File: src/rtl/vga_sprite_render_if.sv
// Signal bundle between the VGA timing generator / board pins and the sprite renderer.
// The master side drives counters, syncs and buttons; the slave side returns colour and delayed syncs.
interface vga_sprite_render_if;
    logic [9:0] hc;
    logic [9:0] vc;
    logic       vidon;
    logic       hsync_in;
    logic       vsync_in;
    logic       btn_up;
    logic       btn_down;
    logic       btn_left;
    logic       btn_right;
    logic       auto_mode;
    logic [3:0] red;
    logic [3:0] green;
    logic [3:0] blue;
    logic       hsync;
    logic       vsync;
    logic       frame_tick;

    modport master (
        output hc, vc, vidon, hsync_in, vsync_in,
        output btn_up, btn_down, btn_left, btn_right, auto_mode,
        input  red, green, blue, hsync, vsync, frame_tick
    );

    modport slave (
        input  hc, vc, vidon, hsync_in, vsync_in,
        input  btn_up, btn_down, btn_left, btn_right, auto_mode,
        output red, green, blue, hsync, vsync, frame_tick
    );
endinterface

File: src/rtl/vga_sprite_render.sv
// Renders one square sprite plus a 1-pixel screen border over the 640x480 VGA raster.
// The sprite moves once per frame, either by buttons (clamped) or bouncing off the edges.
module vga_sprite_render #(
    parameter int          SIZE       = 16,
    parameter int          STEP       = 2,
    parameter int          HBP        = 144,
    parameter int          VBP        = 31,
    parameter logic [11:0] BG_RGB     = 12'h000,
    parameter logic [11:0] SPR_RGB    = 12'hF80,
    parameter logic [11:0] BORDER_RGB = 12'hFFF
) (
    input  logic              clk25,
    input  logic              rst_n,
    vga_sprite_render_if.slave vga
);

    localparam logic [9:0]  HBP10  = 10'(HBP);
    localparam logic [9:0]  VBP10  = 10'(VBP);
    localparam logic [10:0] SIZE11 = 11'(SIZE);
    localparam int          NSYNC  = 5;

    typedef enum logic {MANUAL = 1'b0, BOUNCE = 1'b1} state_t;

    // ------------------------------------------------------------------
    // Two-flop synchronisers: {auto_mode, right, left, down, up}
    // ------------------------------------------------------------------
    logic [NSYNC-1:0] async_in;
    logic [NSYNC-1:0] sync_bits;

    assign async_in = {vga.auto_mode, vga.btn_right, vga.btn_left, vga.btn_down, vga.btn_up};

    generate
        for (genvar gi = 0; gi < NSYNC; gi++) begin : g_sync
            logic meta_reg;
            logic sync_reg;

            always_ff @(posedge clk25) begin
                if (!rst_n) begin
                    meta_reg <= 1'b0;
                    sync_reg <= 1'b0;
                end else begin
                    meta_reg <= async_in[gi];
                    sync_reg <= meta_reg;
                end
            end

            assign sync_bits[gi] = sync_reg;
        end
    endgenerate

    logic up_s, down_s, left_s, right_s, auto_s;
    assign {auto_s, right_s, left_s, down_s, up_s} = sync_bits;

    // ------------------------------------------------------------------
    // Frame tick and mode state machine
    // ------------------------------------------------------------------
    logic   tick_now;
    state_t state_reg, state_next;

    assign tick_now = (vga.hc == 10'd799) && (vga.vc == 10'd520);

    always_ff @(posedge clk25) begin
        if (!rst_n) begin
            state_reg <= MANUAL;
        end else begin
            state_reg <= state_next;
        end
    end

    always_comb begin
        state_next = state_reg;
        if (tick_now) begin
            state_next = auto_s ? BOUNCE : MANUAL;
        end
    end

    // ------------------------------------------------------------------
    // Per-axis position and direction (axis 0 = x, axis 1 = y)
    // ------------------------------------------------------------------
    logic [1:0][9:0] pos;

    generate
        for (genvar gi = 0; gi < 2; gi++) begin : g_axis
            localparam int          LIM_I = (gi == 0) ? (640 - SIZE) : (480 - SIZE);
            localparam logic [9:0]  LIM   = 10'(LIM_I);
            localparam logic [9:0]  START = 10'(LIM_I / 2);
            localparam logic signed [10:0] LIM11  = 11'(LIM_I);
            localparam logic signed [10:0] STEP11 = 11'(STEP);

            logic dec_btn, inc_btn;
            logic [9:0] pos_reg, pos_next;
            logic dir_reg, dir_next;
            logic signed [10:0] inc_val, dec_val;
            logic over, under;

            assign dec_btn = (gi == 0) ? left_s  : up_s;
            assign inc_btn = (gi == 0) ? right_s : down_s;

            // Signed 11-bit candidates so neither direction can wrap.
            assign inc_val = $signed({1'b0, pos_reg}) + STEP11;
            assign dec_val = $signed({1'b0, pos_reg}) - STEP11;
            assign over    = inc_val > LIM11;
            assign under   = dec_val[10];

            always_comb begin
                pos_next = pos_reg;
                dir_next = dir_reg;
                if (tick_now) begin
                    if (state_next == BOUNCE) begin
                        if (dir_reg) begin
                            if (over) begin
                                pos_next = LIM;
                                dir_next = 1'b0;
                            end else begin
                                pos_next = inc_val[9:0];
                            end
                        end else begin
                            if (under) begin
                                pos_next = 10'd0;
                                dir_next = 1'b1;
                            end else begin
                                pos_next = dec_val[9:0];
                            end
                        end
                    end else if (dec_btn && !inc_btn) begin
                        pos_next = under ? 10'd0 : dec_val[9:0];
                    end else if (inc_btn && !dec_btn) begin
                        pos_next = over ? LIM : inc_val[9:0];
                    end
                end
            end

            always_ff @(posedge clk25) begin
                if (!rst_n) begin
                    pos_reg <= START;
                    dir_reg <= 1'b1;
                end else begin
                    pos_reg <= pos_next;
                    dir_reg <= dir_next;
                end
            end

            assign pos[gi] = pos_reg;
        end
    endgenerate

    // ------------------------------------------------------------------
    // Pixel colour
    // ------------------------------------------------------------------
    logic [9:0]  px, py;
    logic        spr_hit, border_hit;
    logic [11:0] rgb_next, rgb_reg;
    logic        hsync_reg, vsync_reg, tick_reg;

    assign px = vga.hc - HBP10;
    assign py = vga.vc - VBP10;

    assign spr_hit = (px >= pos[0]) && ({1'b0, px} < ({1'b0, pos[0]} + SIZE11)) &&
                     (py >= pos[1]) && ({1'b0, py} < ({1'b0, pos[1]} + SIZE11));

    assign border_hit = (px == 10'd0) || (px == 10'd639) || (py == 10'd0) || (py == 10'd479);

    always_comb begin
        rgb_next = 12'h000;
        if (vga.vidon) begin
            if (spr_hit) begin
                rgb_next = SPR_RGB;
            end else if (border_hit) begin
                rgb_next = BORDER_RGB;
            end else begin
                rgb_next = BG_RGB;
            end
        end
    end

    // Syncs ride one register stage so they line up with the colour.
    always_ff @(posedge clk25) begin
        if (!rst_n) begin
            rgb_reg   <= 12'h000;
            hsync_reg <= 1'b1;
            vsync_reg <= 1'b1;
            tick_reg  <= 1'b0;
        end else begin
            rgb_reg   <= rgb_next;
            hsync_reg <= vga.hsync_in;
            vsync_reg <= vga.vsync_in;
            tick_reg  <= tick_now;
        end
    end

    assign vga.red        = rgb_reg[11:8];
    assign vga.green      = rgb_reg[7:4];
    assign vga.blue       = rgb_reg[3:0];
    assign vga.hsync      = hsync_reg;
    assign vga.vsync      = vsync_reg;
    assign vga.frame_tick = tick_reg;

endmodule

File: src/flat_wrapper.sv
// flat-port wrapper written by rule: the top's interface ports become plain ports
module vga_sprite_render_flat 
#(
    parameter int          SIZE       = 16,
    parameter int          STEP       = 2,
    parameter int          HBP        = 144,
    parameter int          VBP        = 31,
    parameter logic [11:0] BG_RGB     = 12'h000,
    parameter logic [11:0] SPR_RGB    = 12'hF80,
    parameter logic [11:0] BORDER_RGB = 12'hFFF
)
  (clk25, rst_n, vga_hc, vga_vc, vga_vidon, vga_hsync_in, vga_vsync_in, vga_btn_up, vga_btn_down, vga_btn_left, vga_btn_right, vga_auto_mode, vga_red, vga_green, vga_blue, vga_hsync, vga_vsync, vga_frame_tick);
  vga_sprite_render_if vga_i ();
  input  logic clk25;
  input  logic rst_n;
  input wire logic [$bits(vga_i.hc)-1:0] vga_hc;
  input wire logic [$bits(vga_i.vc)-1:0] vga_vc;
  input wire logic [$bits(vga_i.vidon)-1:0] vga_vidon;
  input wire logic [$bits(vga_i.hsync_in)-1:0] vga_hsync_in;
  input wire logic [$bits(vga_i.vsync_in)-1:0] vga_vsync_in;
  input wire logic [$bits(vga_i.btn_up)-1:0] vga_btn_up;
  input wire logic [$bits(vga_i.btn_down)-1:0] vga_btn_down;
  input wire logic [$bits(vga_i.btn_left)-1:0] vga_btn_left;
  input wire logic [$bits(vga_i.btn_right)-1:0] vga_btn_right;
  input wire logic [$bits(vga_i.auto_mode)-1:0] vga_auto_mode;
  output wire logic [$bits(vga_i.red)-1:0] vga_red;
  output wire logic [$bits(vga_i.green)-1:0] vga_green;
  output wire logic [$bits(vga_i.blue)-1:0] vga_blue;
  output wire logic [$bits(vga_i.hsync)-1:0] vga_hsync;
  output wire logic [$bits(vga_i.vsync)-1:0] vga_vsync;
  output wire logic [$bits(vga_i.frame_tick)-1:0] vga_frame_tick;
  assign vga_i.hc = vga_hc;
  assign vga_i.vc = vga_vc;
  assign vga_i.vidon = vga_vidon;
  assign vga_i.hsync_in = vga_hsync_in;
  assign vga_i.vsync_in = vga_vsync_in;
  assign vga_i.btn_up = vga_btn_up;
  assign vga_i.btn_down = vga_btn_down;
  assign vga_i.btn_left = vga_btn_left;
  assign vga_i.btn_right = vga_btn_right;
  assign vga_i.auto_mode = vga_auto_mode;
  assign vga_red = vga_i.red;
  assign vga_green = vga_i.green;
  assign vga_blue = vga_i.blue;
  assign vga_hsync = vga_i.hsync;
  assign vga_vsync = vga_i.vsync;
  assign vga_frame_tick = vga_i.frame_tick;
  vga_sprite_render #(.SIZE(SIZE), .STEP(STEP), .HBP(HBP), .VBP(VBP), .BG_RGB(BG_RGB), .SPR_RGB(SPR_RGB), .BORDER_RGB(BORDER_RGB)) u_core (.clk25(clk25), .rst_n(rst_n), .vga(vga_i));
endmodule
File: config.mk
export PLATFORM = sky130hd
export DESIGN_NAME = vga_sprite_render_flat
export DESIGN_NICKNAME = d
export VERILOG_FILES = /design/src/rtl/vga_sprite_render_if.sv /design/src/rtl/vga_sprite_render.sv /design/src/flat_wrapper.sv
export SDC_FILE = /design/constraint.sdc
export NUM_CORES = 1
export LEC_CHECK = 0
export CORE_MARGIN = 3
export CORE_UTILIZATION = 62
export DETAILED_ROUTE_END_ITERATION = 10
export PLACE_DENSITY_LB_ADDON = 0.08
export SLEW_MARGIN = 10
export SYNTH_ARGS = -nofsm -noshare
export SYNTH_HDL_FRONTEND = slang
export SYNTH_SLANG_ARGS = --single-unit
export TNS_END_PERCENT = 5
File: constraint.sdc
create_clock -name clk25 -period 7.89 [get_ports clk25]
set_input_delay 1.9725 -clock clk25 [delete_from_list [all_inputs] [get_ports clk25]]
set_output_delay 1.9725 -clock clk25 [all_outputs]
set_load 0.005 [all_outputs]
==> results, run 1 <==
- The run finished with clean final reports.
- The register with the most flip-flops in the layout has 20 of them.
- The number of hold buffers added after cts is 0.
- After the last flow step, the layout net total stands at 594.
- The clock passes through at most 2 buffers.
- After synthesis, the largest family of logic cells by area is compound AO/OA/AOI/OAI gates.
- The count of nets left with antenna violations once routing finished came out at 0.
- The type of the worst setup path is in2reg.
- For this run, the leading register cell type out of synthesis is sky130_fd_sc_hd__dfxtp_1.
- The reg-to-reg endpoint is u_core.rgb_reg[5]$_SDFF_PP0_.
- The startpoint of the worst-slack reg-to-reg timing path is u_core.g_axis[0].pos_reg[4]$_SDFFE_PN1P_.
- The number of different library cells used by synthesis comes to 72.
- Once the floorplan was initialized, standard cells occupied 64.4% of the core.
- The number of antenna violations at the first check in global routing was 0.
- Max-cap violations in this run came to 0.
- The synthesized design devotes to its leading area cell type 19.8% of total area.
- The final number of hold-violating endpoints was 0.
- The max-slew violation total from the final report is 0.
- Headroom to the max-slew limit came out at 42.6%.
- Setup repair after global routing left no endpoint under its margin.
- The antenna diode instance count is 0.
- The depth of the most critical reg-to-reg path is 8.
- The detailed router placed between 3000 and 4000 vias in this run.
- The basic-gate share of the synthesized area counting and, or, nand and nor cells is 24.4%.
- The total area inside the core boundary comes to 5960 um2.
- The flip-flop and latch count after synthesis is 38.
- After clock tree synthesis, the clock-pin slew on the worst setup and hold paths is 0.08 ns.
- For this block, the routed nets add up to 9720 um of wire.
- The global placement routability congestion is 1.02.
- The average wire length per cell after detail routing is 16.4 um.
- The share of the Yosys chip area taken by registers is 19.8%.
- The floorplan die height is 84.6 um.
- The cell at the root of the clock tree is sky130_fd_sc_hd__clkbuf_8.
- The number of buffers created by CTS is 5.
- The family of cells with the greatest summed delay on the critical path is simple AND/OR/NAND/NOR gates.
- Walking the worst path, the cells encountered are clkdlybuf4s50_1, inv_1, ha_1, inv_1, o21ai_0, xor2_1, ha_1, or4_1, o31ai_1, nand4_1, nor3b_1.
- The XOR/XNOR share of the synthesized area is roughly 6.2%.
- The worst register-to-register path has a setup slack of around 5.2 ns.
- Setup violations remaining at the end of the flow were counted as 0.
- The critical path depth is 11.
- The combined buffer and inverter count along the critical path is 3.
- In this run the post-CTS setup repair buffer count came out at 0.
- TritonCTS built the clock tree.
- After filler insertion, the fill cell instance count of the layout stands at 492.
- The final sum of negative setup slack is 0 ns.
- The mapped netlist covers about 3800 um2.
- Entering global routing, the biggest net connects 33 pins.
- The class of the worst hold path is reg2reg.
- The post-detailed-route DRC marker count is 0.
- The number of enable flip-flop cells after synthesis is 0.
- The destination of the critical timing path is u_core.rgb_reg[5]$_SDFF_PP0_.
- Summing the areas of all compound-gate instances in the mapped netlist gives 24.6% of the synthesized area.
- The area of the die is 7160 um2.
- The post-cts resize count is 0.
- Detailed placement finished with a half-perimeter wire length of 7440 um.
- CTS saw 38 sinks.
- The number of H-tree branching levels is 2.
- The clock reaches the later pin of the worst-skew pair after 0.30 ns.
- The number of placed I/O pins is 45.
- The number of warnings reported in the yosys synthesis log is 0.
- STA classifies the critical path endpoint as a register.
- The violation count after the first detailed-routing iteration is 255.
- The clock arrives with 0.00702 ns of skew.
- The final critical-path required period is 4.48 ns.
- The overall track demand over capacity in global routing is 28.5%.
- The area of all placed cells without fillers is between 4000 and 5000 um2.
- The wire length of the first global-routing pass is approximately 17000 um.
- The portion of netlist area occupied by mux cells is 1.17%.
- The detail-routed via count per cell is 6.39.
- The number of placement rows is 28.
- Leaving out fill and tap cells, the most frequent cell in the layout is sky130_fd_sc_hd__ha_1.
- The area share of fa/ha/maj cells after synthesis is 15.7%.
- The leakage power is 1.73 nW.
- The signed area change from the synthesized netlist to the final layout is 13.3%.
- The placed cell area is roughly 4200 um2.
- Summed over all layers, the global routing overflow is 0.
- The final critical-path share of the clock period is 56.8%.
- The peak ir drop on the vdd network is 0.0934 mV.
- The number of instances in the synthesized netlist is 494.
- Data arrives at the worst endpoint at 4.67 ns.
- Yosys attributes the largest share of cell area to sky130_fd_sc_hd__dfxtp_1, sky130_fd_sc_hd__ha_1, sky130_fd_sc_hd__a21oi_1, sky130_fd_sc_hd__xnor2_1, sky130_fd_sc_hd__inv_1.
- The type of origin of the critical path is a primary input.
- In this run the worst path has a maximum fanout of 5.
- At the worst endpoint, the required time is just over 8 ns.
- The critical path's slowest cell is sky130_fd_sc_hd__or4_1.
- Dividing total power by cell area gives a power density of 114 nW/um2.
- The net count after synthesis is 572.
- The library cells used most frequently in the layout, excluding fill and tap cells, are sky130_fd_sc_hd__ha_1, sky130_fd_sc_hd__clkdlybuf4s50_1, sky130_fd_sc_hd__dfxtp_1, sky130_fd_sc_hd__inv_1, sky130_fd_sc_hd__a21oi_1.
- After synthesis, the share of flip-flops with an asynchronous set or reset is 0%.
- The count of port buffers added during placement is 44.
- The beginning of the critical path is vga_hc[4].
- For this run, the top clock speed supported by timing is 0.223 GHz.
- The number of detailed-routing iterations run before antenna repair is 5.
- The cell type contributing the most total cell area after synthesis is sky130_fd_sc_hd__dfxtp_1.
- Cells with a size suffix above 1 make up 4.26% of the layout.
- For the pin with the worst max-slew slack, the measured transition is 0.860 ns.
- The number of global-route vias before repair was 3556.
- Measured along the x axis, the die boundary spans 84.6 um.
- On the worst path, the slowest cell contributes a delay of 0.52 ns.
- In this run the mean area of a mapped cell was about 7.8 um2.
-- synthesized netlist by cell type, types with 2 or more instances --
cell type / number
sky130_fd_sc_hd__ha_1: 48
sky130_fd_sc_hd__dfxtp_1: 38
sky130_fd_sc_hd__a21oi_1: 34
sky130_fd_sc_hd__inv_1: 34
sky130_fd_sc_hd__nand2_1: 32
sky130_fd_sc_hd__nor2_1: 32
sky130_fd_sc_hd__nand3_1: 20
sky130_fd_sc_hd__o21ai_0: 18
sky130_fd_sc_hd__nor3_1: 17
sky130_fd_sc_hd__xnor2_1: 17
sky130_fd_sc_hd__nand4_1: 15
sky130_fd_sc_hd__clkbuf_1: 13
sky130_fd_sc_hd__and2_1: 12
sky130_fd_sc_hd__buf_4: 11
sky130_fd_sc_hd__nor2b_1: 10
sky130_fd_sc_hd__xor2_1: 10
sky130_fd_sc_hd__and3_1: 9
sky130_fd_sc_hd__a21o_1: 7
sky130_fd_sc_hd__a31oi_1: 7
sky130_fd_sc_hd__a211oi_1: 6
sky130_fd_sc_hd__nand2b_1: 6
sky130_fd_sc_hd__o21a_1: 6
sky130_fd_sc_hd__o31ai_1: 6
sky130_fd_sc_hd__o211ai_1: 5
sky130_fd_sc_hd__buf_2: 4
sky130_fd_sc_hd__o21ai_1: 4
sky130_fd_sc_hd__o221ai_1: 4
sky130_fd_sc_hd__or3_1: 4
sky130_fd_sc_hd__a41oi_1: 3
sky130_fd_sc_hd__and4_1: 3
sky130_fd_sc_hd__clkinv_1: 3
sky130_fd_sc_hd__mux2i_1: 3
sky130_fd_sc_hd__nor3b_1: 3
sky130_fd_sc_hd__o31a_1: 3
sky130_fd_sc_hd__a221oi_1: 2
sky130_fd_sc_hd__a22oi_1: 2
sky130_fd_sc_hd__a311oi_1: 2
sky130_fd_sc_hd__a32o_1: 2
sky130_fd_sc_hd__buf_6: 2
sky130_fd_sc_hd__o21bai_1: 2
sky130_fd_sc_hd__o22ai_1: 2
sky130_fd_sc_hd__o311ai_0: 2
sky130_fd_sc_hd__o32ai_1: 2
-- logic make-up (layout without fill, tap and decap cells) --
kind of cell    Yosys count  count (layout)
compound gates          135             135
xor+xnor                 27              27
fa+ha+maj                48              48
buf+inv                  67              90
flops                    38              38
mux                       4               4
simple gates            175             175
-- worst min path at each step --
stage,startpoint,endpoint,slack [ns],cells after the start
after detailed placement,u_core.g_sync[4].meta_reg$_SDFF_PN0_,u_core.auto_s$_SDFF_PN0_,0.42,1
after global placement,u_core.g_sync[3].meta_reg$_SDFF_PN0_,u_core.g_axis[0].inc_btn$_SDFF_PN0_,0.41,1
after CTS,u_core.g_sync[4].meta_reg$_SDFF_PN0_,u_core.auto_s$_SDFF_PN0_,0.44,1
after global routing,u_core.g_sync[0].meta_reg$_SDFF_PN0_,u_core.g_axis[1].dec_btn$_SDFF_PN0_,0.45,1
after floorplan,u_core.g_sync[4].meta_reg$_SDFF_PN0_,u_core.auto_s$_SDFF_PN0_,0.41,1
final,u_core.g_sync[4].meta_reg$_SDFF_PN0_,u_core.auto_s$_SDFF_PN0_,0.44,1
-- cell type report --
class                           instances  area, um2  share of cell area (%)
Clock buffer                            6       82.6                    1.90
Clock inverter                          2       60.1                    1.38
Inverter                               37        139                    3.20
Multi-Input combinational cell        389       2760                    63.5
Sequential cell                        38        761                    17.5
Tap cell                               75       93.8                    2.16
Timing Repair Buffer                   45        448                    10.3
-- layer usage --
| layer | up-vias | GRT usage (%) | wire length [um] | share of wire [%] |
|---|---|---|---|---|
| met5 | - | 0 | 0 | 0 |
| met4 | 0 | 7.34 | 129 | 1.3 |
| met3 | 11 | 4.42 | 804 | 8.3 |
| met2 | 170 | 45.4 | 4310 | 44 |
| met1 | 1754 | 40.1 | 4480 | 46 |
| li1 | 1847 | - | - | - |
-- worst reg2reg max path: cells and delay by family (launching register included) --
family,cells,cell delay [ns]
simple gates,4,1.05
flops,1,0.58
fa+ha+maj,2,0.49
compound gates,1,0.30
xor+xnor,1,0.19
-- where the power goes --
part	total (mW)	switching, mW	internal, mW
clock network	0.212	0.0772	0.135
logic	0.0883	0.0457	0.0426
registers	0.196	0.000904	0.195
total	0.496	0.124	0.372
-- stage by stage --
| step | worst slack, ns | hold slack [ns] | total power, mW | utilization (%) | cells |
|---|---|---|---|---|---|
| finish | 3.41 | 0.435 | 0.496 | 73.0 | 592 |
| global route | 3.19 | 0.451 | 0.517 | 73.0 | 592 |
| CTS | 3.43 | 0.437 | 0.497 | 73.0 | 592 |
| detailed placement | 3.16 | 0.419 | 0.287 | 70.6 | 584 |
| global placement | 3.18 | 0.414 | 0.284 | 70.6 | 584 |
| floorplan | 3.90 | 0.412 | 0.252 | - | 494 |
Power figures use the tool's default switching activity.
==> inputs of run 2 (changes only) <==
Settings changed: CORE_UTILIZATION 62 to 58.
Clock period 7.89 ns to 4.4 ns, I/O delays scaled along.
==> results, run 2 (synthesized netlist as in run 1, its figures left out) <==
- The flow ran to the end, and the final reports show no timing, DRC or antenna violations.
- The most common cell after layout, fill and taps aside is sky130_fd_sc_hd__ha_1.
- Global routing used 25.7% of the available tracks.
- The register-to-register setup slack is about 1.7 ns.
- The initial utilization of the core area, before any placement, comes to 62.2%.
- The type of the worst setup path is in2reg.
- The worst-margin pin slew is 0.565 ns.
- In this run, the number of DRC markers left after iteration 0 of detailed routing was 361.
- Final hold analysis gives a worst-case slack of 0.437 ns.
- Traced cell by cell, the critical path runs through clkdlybuf4s50_1, nand3_1, nor2_1, or3_1, xnor2_1, ha_1, nor2b_1, o21ai_0, nand2_1, o21ai_0, nand4_1, a21oi_1.
- Clock latency on the worst-skew pair, taken at its later pin, is ~0.29 ns.
- Summing over every cut layer, the via total after detailed routing is between 3000 and 4000.
- Along the worst hold path, the cell count comes to 1.
- Once the clock tree was built, the setup fixing pass inserted 0 buffers.
- The filler cells instantiated in the layout total 526.
- Hold repair after CTS inserted 0 buffers.
- The net count of the finished layout is 595.
- STA classifies the critical path startpoint as a primary input.
- VDD sags by at most approximately 0.18 mV.
- The max-slew violation total from the final report is 0.
- Gates resized during post-CTS repair numbered 0.
- The data required time of the worst path is between 4 and 5 ns.
- Setup repair after global routing left no endpoint under its margin.
- The first global-routing pass estimated around 16000 um of wire.
- The depth of the most critical reg-to-reg path is 9.
- The number of global-route vias before repair was about 3400.
- The critical path's slowest cell is sky130_fd_sc_hd__clkdlybuf4s50_1.
- TritonCTS built the clock tree.
- The biggest fanout along the worst timing path is 7.
- The number of placed I/O pins is between 40 and 50.
- The worst path uses 84.7% of the clock period.
- The tree built by TritonCTS fans out to 38 sinks.
- The worst register-to-register path ends at u_core.g_axis[0].pos_reg[2]$_SDFFE_PN0P_.
- Entering global routing, the biggest net connects 33 pins.
- In this run the worst hold path is classified as reg2reg.
- After legalization and detailed placement, the total HPWL measured between 7000 and 8000 um.
- The post-detailed-route DRC marker count is 0.
- The analysis attributes to cell leakage a power of 1.70 nW.
- Across the run, the number of max-cap violations was 0.
- For this run, the slowest stage of the critical path takes 0.54 ns.
- The final number of hold-violating endpoints is 0.
- The smallest clock period supported by the final layout is computed as 3.72 ns.
- The library cells used most frequently in the layout, excluding fill and tap cells, are sky130_fd_sc_hd__ha_1, sky130_fd_sc_hd__clkdlybuf4s50_1, sky130_fd_sc_hd__dfxtp_1, sky130_fd_sc_hd__inv_1, sky130_fd_sc_hd__a21oi_1.
- The register with the most flip-flops in the layout has 20 of them.
- The remaining max-slew budget at the tightest pin is between 60% and 70%.
- The floorplan die height is ~87 um.
- The area of the core region is 6170 um2.
- The number of routed nets with antenna violations is 0.
- In this run the most critical hold path is launched from u_core.g_sync[3].meta_reg$_SDFF_PN0_.
- The maximum clock frequency is 0.268 GHz.
- In this run the deepest clock path goes through 2 buffers.
- The repair_antennas step left the layout with diodes totalling 0.
- The root buffer cell chosen for the clock tree is sky130_fd_sc_hd__clkbuf_8.
- The overall overflow remaining after global route is 0.
- The power density over cell area is approximately 170 nW/um2.
- The die covers 7620 um2.
- Cells fill 69.5% of the core in the end.
- The die is 87.3 um wide.
- The final sum of negative setup slack is 0 ns.
- The cell occurring most often along the worst timing path is sky130_fd_sc_hd__o21ai_0.
- The count of port buffers added during placement is 44.
- After clock tree synthesis, the clock-pin slew on the worst setup and hold paths is approximately 0.08 ns.
- Total power for the finished layout comes to 743 uW.
- Using the TritonRoute via totals, the vias-per-cell ratio works out to between 6 and 7.
- The first detailed-routing pass ran for 5 iterations.
- The worst clock skew on the final layout is around 0.008 ns.
- After detailed routing, the average wire length per cell comes to 16.4 um.
- In this run the worst setup path begins at vga_vc[2].
- At the worst endpoint, the arrival time is 3.91 ns.
- The number of placement rows is 28.
- The endpoint with the worst hold slack is u_core.g_axis[0].inc_btn$_SDFF_PN0_.
- From synthesis to final layout, the design area changed by 11.8%.
- Setup violations remaining at the end of the flow were counted as 0.
- The number of antenna violations at the first check in global routing is 0.
- Counting the buffers created by CTS gives 5.
- The number of H-tree branching levels is 2.
- STA classifies the critical path endpoint as a register.
- Of the cells placed in the final design, the portion with a size suffix greater than 1 is 3.87%.
- After detailed routing, the total wire length is 9690 um.
- At the end of routability-driven placement, the weighted congestion stood at 0.913.
- In this run the critical register-to-register path is launched from u_core.g_axis[0].pos_reg[1]$_SDFFE_PN0P_.
==> run 2: per-layer routing <==
metal | GRT usage (%) | share of wire, % | up-vias
met2 | 39.7 | 42 | 174
met5 | 0 | 0 | -
li1 | - | - | 1848
met1 | 37.3 | 49 | 1723
met4 | 6.00 | 1.5 | 0
met3 | 4.07 | 7.8 | 17
==> run 2: worst max-delay path by stage <==
stage,cells after the start,slack (ns),endpoint
after global routing,12,0.52,u_core.rgb_reg[10]$_SDFF_PN0_
final,12,0.68,u_core.rgb_reg[10]$_SDFF_PN0_
after global placement,12,0.48,u_core.rgb_reg[10]$_SDFF_PN0_
after floorplan,10,1.28,u_core.rgb_reg[5]$_SDFF_PP0_
after CTS,12,0.70,u_core.rgb_reg[10]$_SDFF_PN0_
after detailed placement,12,0.42,u_core.rgb_reg[10]$_SDFF_PN0_
==> run 2: area by class of cell <==
cell class,count,area (um2),share of cell area [%]
inverter,37,139,3.24
timing repair buffer,46,455,10.6
tap,75,93.8,2.19
sequential,38,761,17.7
clock buffer,7,76.3,1.78
multi-input combinational,389,2760,64.4
==> run 2: per-stage QoR <==
step	setup WS (ns)	instances	area (um2)
after floorplan	1.28	494	3830
after global placement	0.479	585	4210
after detailed placement	0.416	585	4210
after CTS	0.700	592	4290
after global routing	0.521	592	4290
final	0.675	592	4290
==> run 2: power breakdown <==
group,total (mW),internal [mW],switching [mW]
clock,0.235,0.109,0.126
combinational,0.157,0.0759,0.0807
sequential,0.351,0.349,0.00174
total,0.743,0.534,0.208
==> run 2: worst max-delay path, delay by kind of cell <==
family,cells,cell delay [ns]
AOI/OAI and AO/OA,3,0.64
xor gates and xnor gates,1,0.36
adders and majority gates,1,0.31
buffers and inverters,1,0.54
and+or+nand+nor,6,0.97
==> inputs of run 3 (changes only) <==
Settings changed: CORE_UTILIZATION 58 to 52.
Clock period 4.4 ns to 3.32 ns, I/O delays scaled along.
==> results, run 3 (synthesized netlist as in run 1, its figures left out) <==
- The biggest fanout along the worst timing path is 7.
- Across all register-to-register paths, the minimum setup slack is 0.74 ns.
- Setup repair after global routing left no endpoint under its margin.
- 0 antenna diodes ended up in the layout.
- In the final routed layout, each cell accounts on average for ~16 um.
- The minimum hold slack is 0.441 ns.
- The area of the core region is 6980 um2.
- Static timing analysis puts the maximum clock frequency at 0.322 GHz.
- The power after layout is ~1.2 mW.
- The max-slew violation total from the final report is 0.
- TritonCTS built the clock tree.
- The setup path with the least slack is of type in2reg.
- The final critical-path required period is 3.10 ns.
- The detail-routed via count per cell is between 5 and 6.
- Across the routed clock network, the largest skew measured is 0.00892 ns.
- The global placement routability congestion is 0.939.
- For the pin with the worst max-slew slack, the measured transition is 0.527 ns.
- Counting instances, the worst hold path has a depth of 1.
- Global routing consumed, on the met1 layer, 35.7% of the routing resources.
- The leakage power is around 1.9 nW.
- The clock-pin slew on the worst setup and hold paths is 0.09 ns.
- The run finished with clean final reports.
- The library cell used most frequently in the layout, excluding fill and tap cells, is sky130_fd_sc_hd__ha_1.
- The setup slack of the critical path after layout is approximately 0.22 ns.
- Prior to clock tree synthesis, the placed netlist has a worst setup slack of -0.134 ns.
- The total of endpoints with negative setup slack in the final report is 0.
- STA classifies the critical path startpoint as a primary input.
- The worst-skew pair later-pin latency is 0.30 ns.
- For this design, the slowest cell found on the critical path is sky130_fd_sc_hd__clkdlybuf4s50_1.
- The cell at the root of the clock tree is sky130_fd_sc_hd__clkbuf_8.
- The initial core utilization is 54.9%.
- The routed layout has a little under 4000 vias.
- The final layout contains 637 nets.
- The proportion of layout cells with a drive suffix above 1 is between 10% and 20%.
- The utilization after layout is 67.3%.
- The count of port buffers added during placement is 44.
- For this block, the routed nets add up to just over 10000 um of wire.
- The die covers 8440 um2.
- The number of H-tree branching levels is 2.
- The detail route stage leaves a number of antenna-violating nets equal to 0.
- The global-route met2 utilization is 39.4%.
- The floorplan step set the die width to around 92 um.
- The total number of clock tree sinks is 38.
- Max-cap violations in this run came to 0.
- The number of global-route vias before repair is 3554.
- For the worst setup path, the data arrival time is about 3.3 ns.
- The number of detailed-routing iterations run before antenna repair is 5.
- The floorplan die height is 91.9 um.
- Global routing consumed, on the met3 layer, 3.53% of the routing resources.
- The final number of hold-violating endpoints was 0.
- The flip-flop count of the largest register, all copies and words added is 20.
- In the finished design, the share of the clock period the worst path needs comes to 93.4%.
- The overall track demand over capacity in global routing is 24.8%.
- The number of antenna violations at the first check in global routing is 0.
- The worst setup path is captured at a register.
- between 40 and 50 I/O pins were placed.
- The first global-routing pass estimated roughly 17000 um of wire.
- Headroom to the max-slew limit came out at 64.6%.
- The peak ir drop on the vdd network is ~0.23 mV.
- Counting the fill cells in the layout gives 602.
- The number of placement rows is 30.
- After legalization and detailed placement, the total HPWL measured 8370 um.
- Leaving out fill and tap cells, the most frequent cells in the layout are sky130_fd_sc_hd__ha_1, sky130_fd_sc_hd__clkdlybuf4s50_1, sky130_fd_sc_hd__buf_4, sky130_fd_sc_hd__dfxtp_1, sky130_fd_sc_hd__inv_1.
- The class of the worst hold path is reg2reg.
- For this design the ratio of total power to cell area is 256 nW/um2.
- The number of hold buffers added after cts is 0.
- Relative to the synthesized area, the layout overhead comes to 22.5%.
- The violation count after the first detailed-routing iteration is 257.
- For this run, the slowest stage of the critical path takes 0.46 ns.
- The number of buffers created by CTS is 5.
- Summed over all failing endpoints, the final setup total negative slack is 0 ns.
- The maximum number of buffers from clock root to sink is 2.
- For this run the aggregate overflow at the end of global routing stands at 0.
- The maximum number of pins on one net before global-route repair is 22.
- After detailed routing, the number of remaining DRC violations is 0.
- In this run the most used layer during global routing was met2.
- Traced cell by cell, the critical path runs through clkdlybuf4s50_1, inv_1, ha_1, and4b_1, and4_1, o211ai_1, nand2_1, and2_0, a21oi_1, a221oi_1.
- The number of cells on the worst reg-to-reg path is 9.
- At the worst endpoint, the required time is roughly 3.5 ns.
run 3: cell types whose count changed in the layout (fill, tap and decap cells not counted):
cell and change:
sky130_fd_sc_hd__o31ai_2 +1, sky130_fd_sc_hd__a21oi_2 +1, sky130_fd_sc_hd__a21oi_1 -1, sky130_fd_sc_hd__buf_4 +42, sky130_fd_sc_hd__clkbuf_1 -2, sky130_fd_sc_hd__o31ai_1 -1, sky130_fd_sc_hd__clkinv_4 +1, sky130_fd_sc_hd__bufinv_16 +2
run 3: final timing paths:
kind	endpoint	startpoint
worst max-delay path	u_core.g_axis[0].pos_reg[2]$_SDFFE_PN0P_	vga_hc[5]
worst min-delay path	u_core.g_axis[0].dec_btn$_SDFF_PN0_	u_core.g_sync[2].meta_reg$_SDFF_PN0_
worst max register to register	u_core.g_axis[0].pos_reg[6]$_SDFFE_PN0P_	u_core.g_axis[0].pos_reg[4]$_SDFFE_PN1P_
worst min register to register	u_core.g_axis[0].dec_btn$_SDFF_PN0_	u_core.g_sync[2].meta_reg$_SDFF_PN0_
run 3: per-layer routing:
| metal | vias up | part of all wire [%] |
|---|---|---|
| li1 | 1931 | - |
| met1 | 1819 | 48 |
| met2 | 155 | 45 |
| met3 | 13 | 6.2 |
| met4 | 0 | 1.1 |
| met5 | - | 0 |
run 3: worst max-delay path, delay by kind of cell:
kind	cells	cell delay, ns
AND/OR/NAND/NOR	4	1.15
AO/OA/AOI/OAI	3	0.52
adder cells (fa/ha/maj)	1	0.22
buffers and inverters	2	0.59
run 3: per-stage QoR:
step	instances	cell area [um2]
finish	656	4700
global route	656	4700
CTS	656	4690
detailed placement	648	4550
global placement	648	4550
floorplan	494	3830
run 3: final cells by class:
class                      instances  area, um2  area share (%)
timing repair buffer              88        771            16.4
inverter                          37        139            2.96
clock buffer                       5       68.8            1.46
multi-input combinational        389       2770            59.0
sequential                        38        761            16.2
tap                               96        120            2.56
clock inverter                     3       68.8            1.46
run 3: what timing repair did:
action | 4_1_cts | 5_1_grt
gates resized for setup | 0 | 2
setup endpoints to repair | 0 | 1
buffers inserted | 0 | 0
run 3: report_power, final:
group / total (mW) / leakage (nW) / internal, mW / switching, mW
sequential: 0.465 / 0.309 / 0.463 / 0.00219
combinational: 0.246 / 1.55 / 0.131 / 0.115
clock: 0.491 / 0.0683 / 0.301 / 0.189
total: 1.20 / 1.93 / 0.895 / 0.307
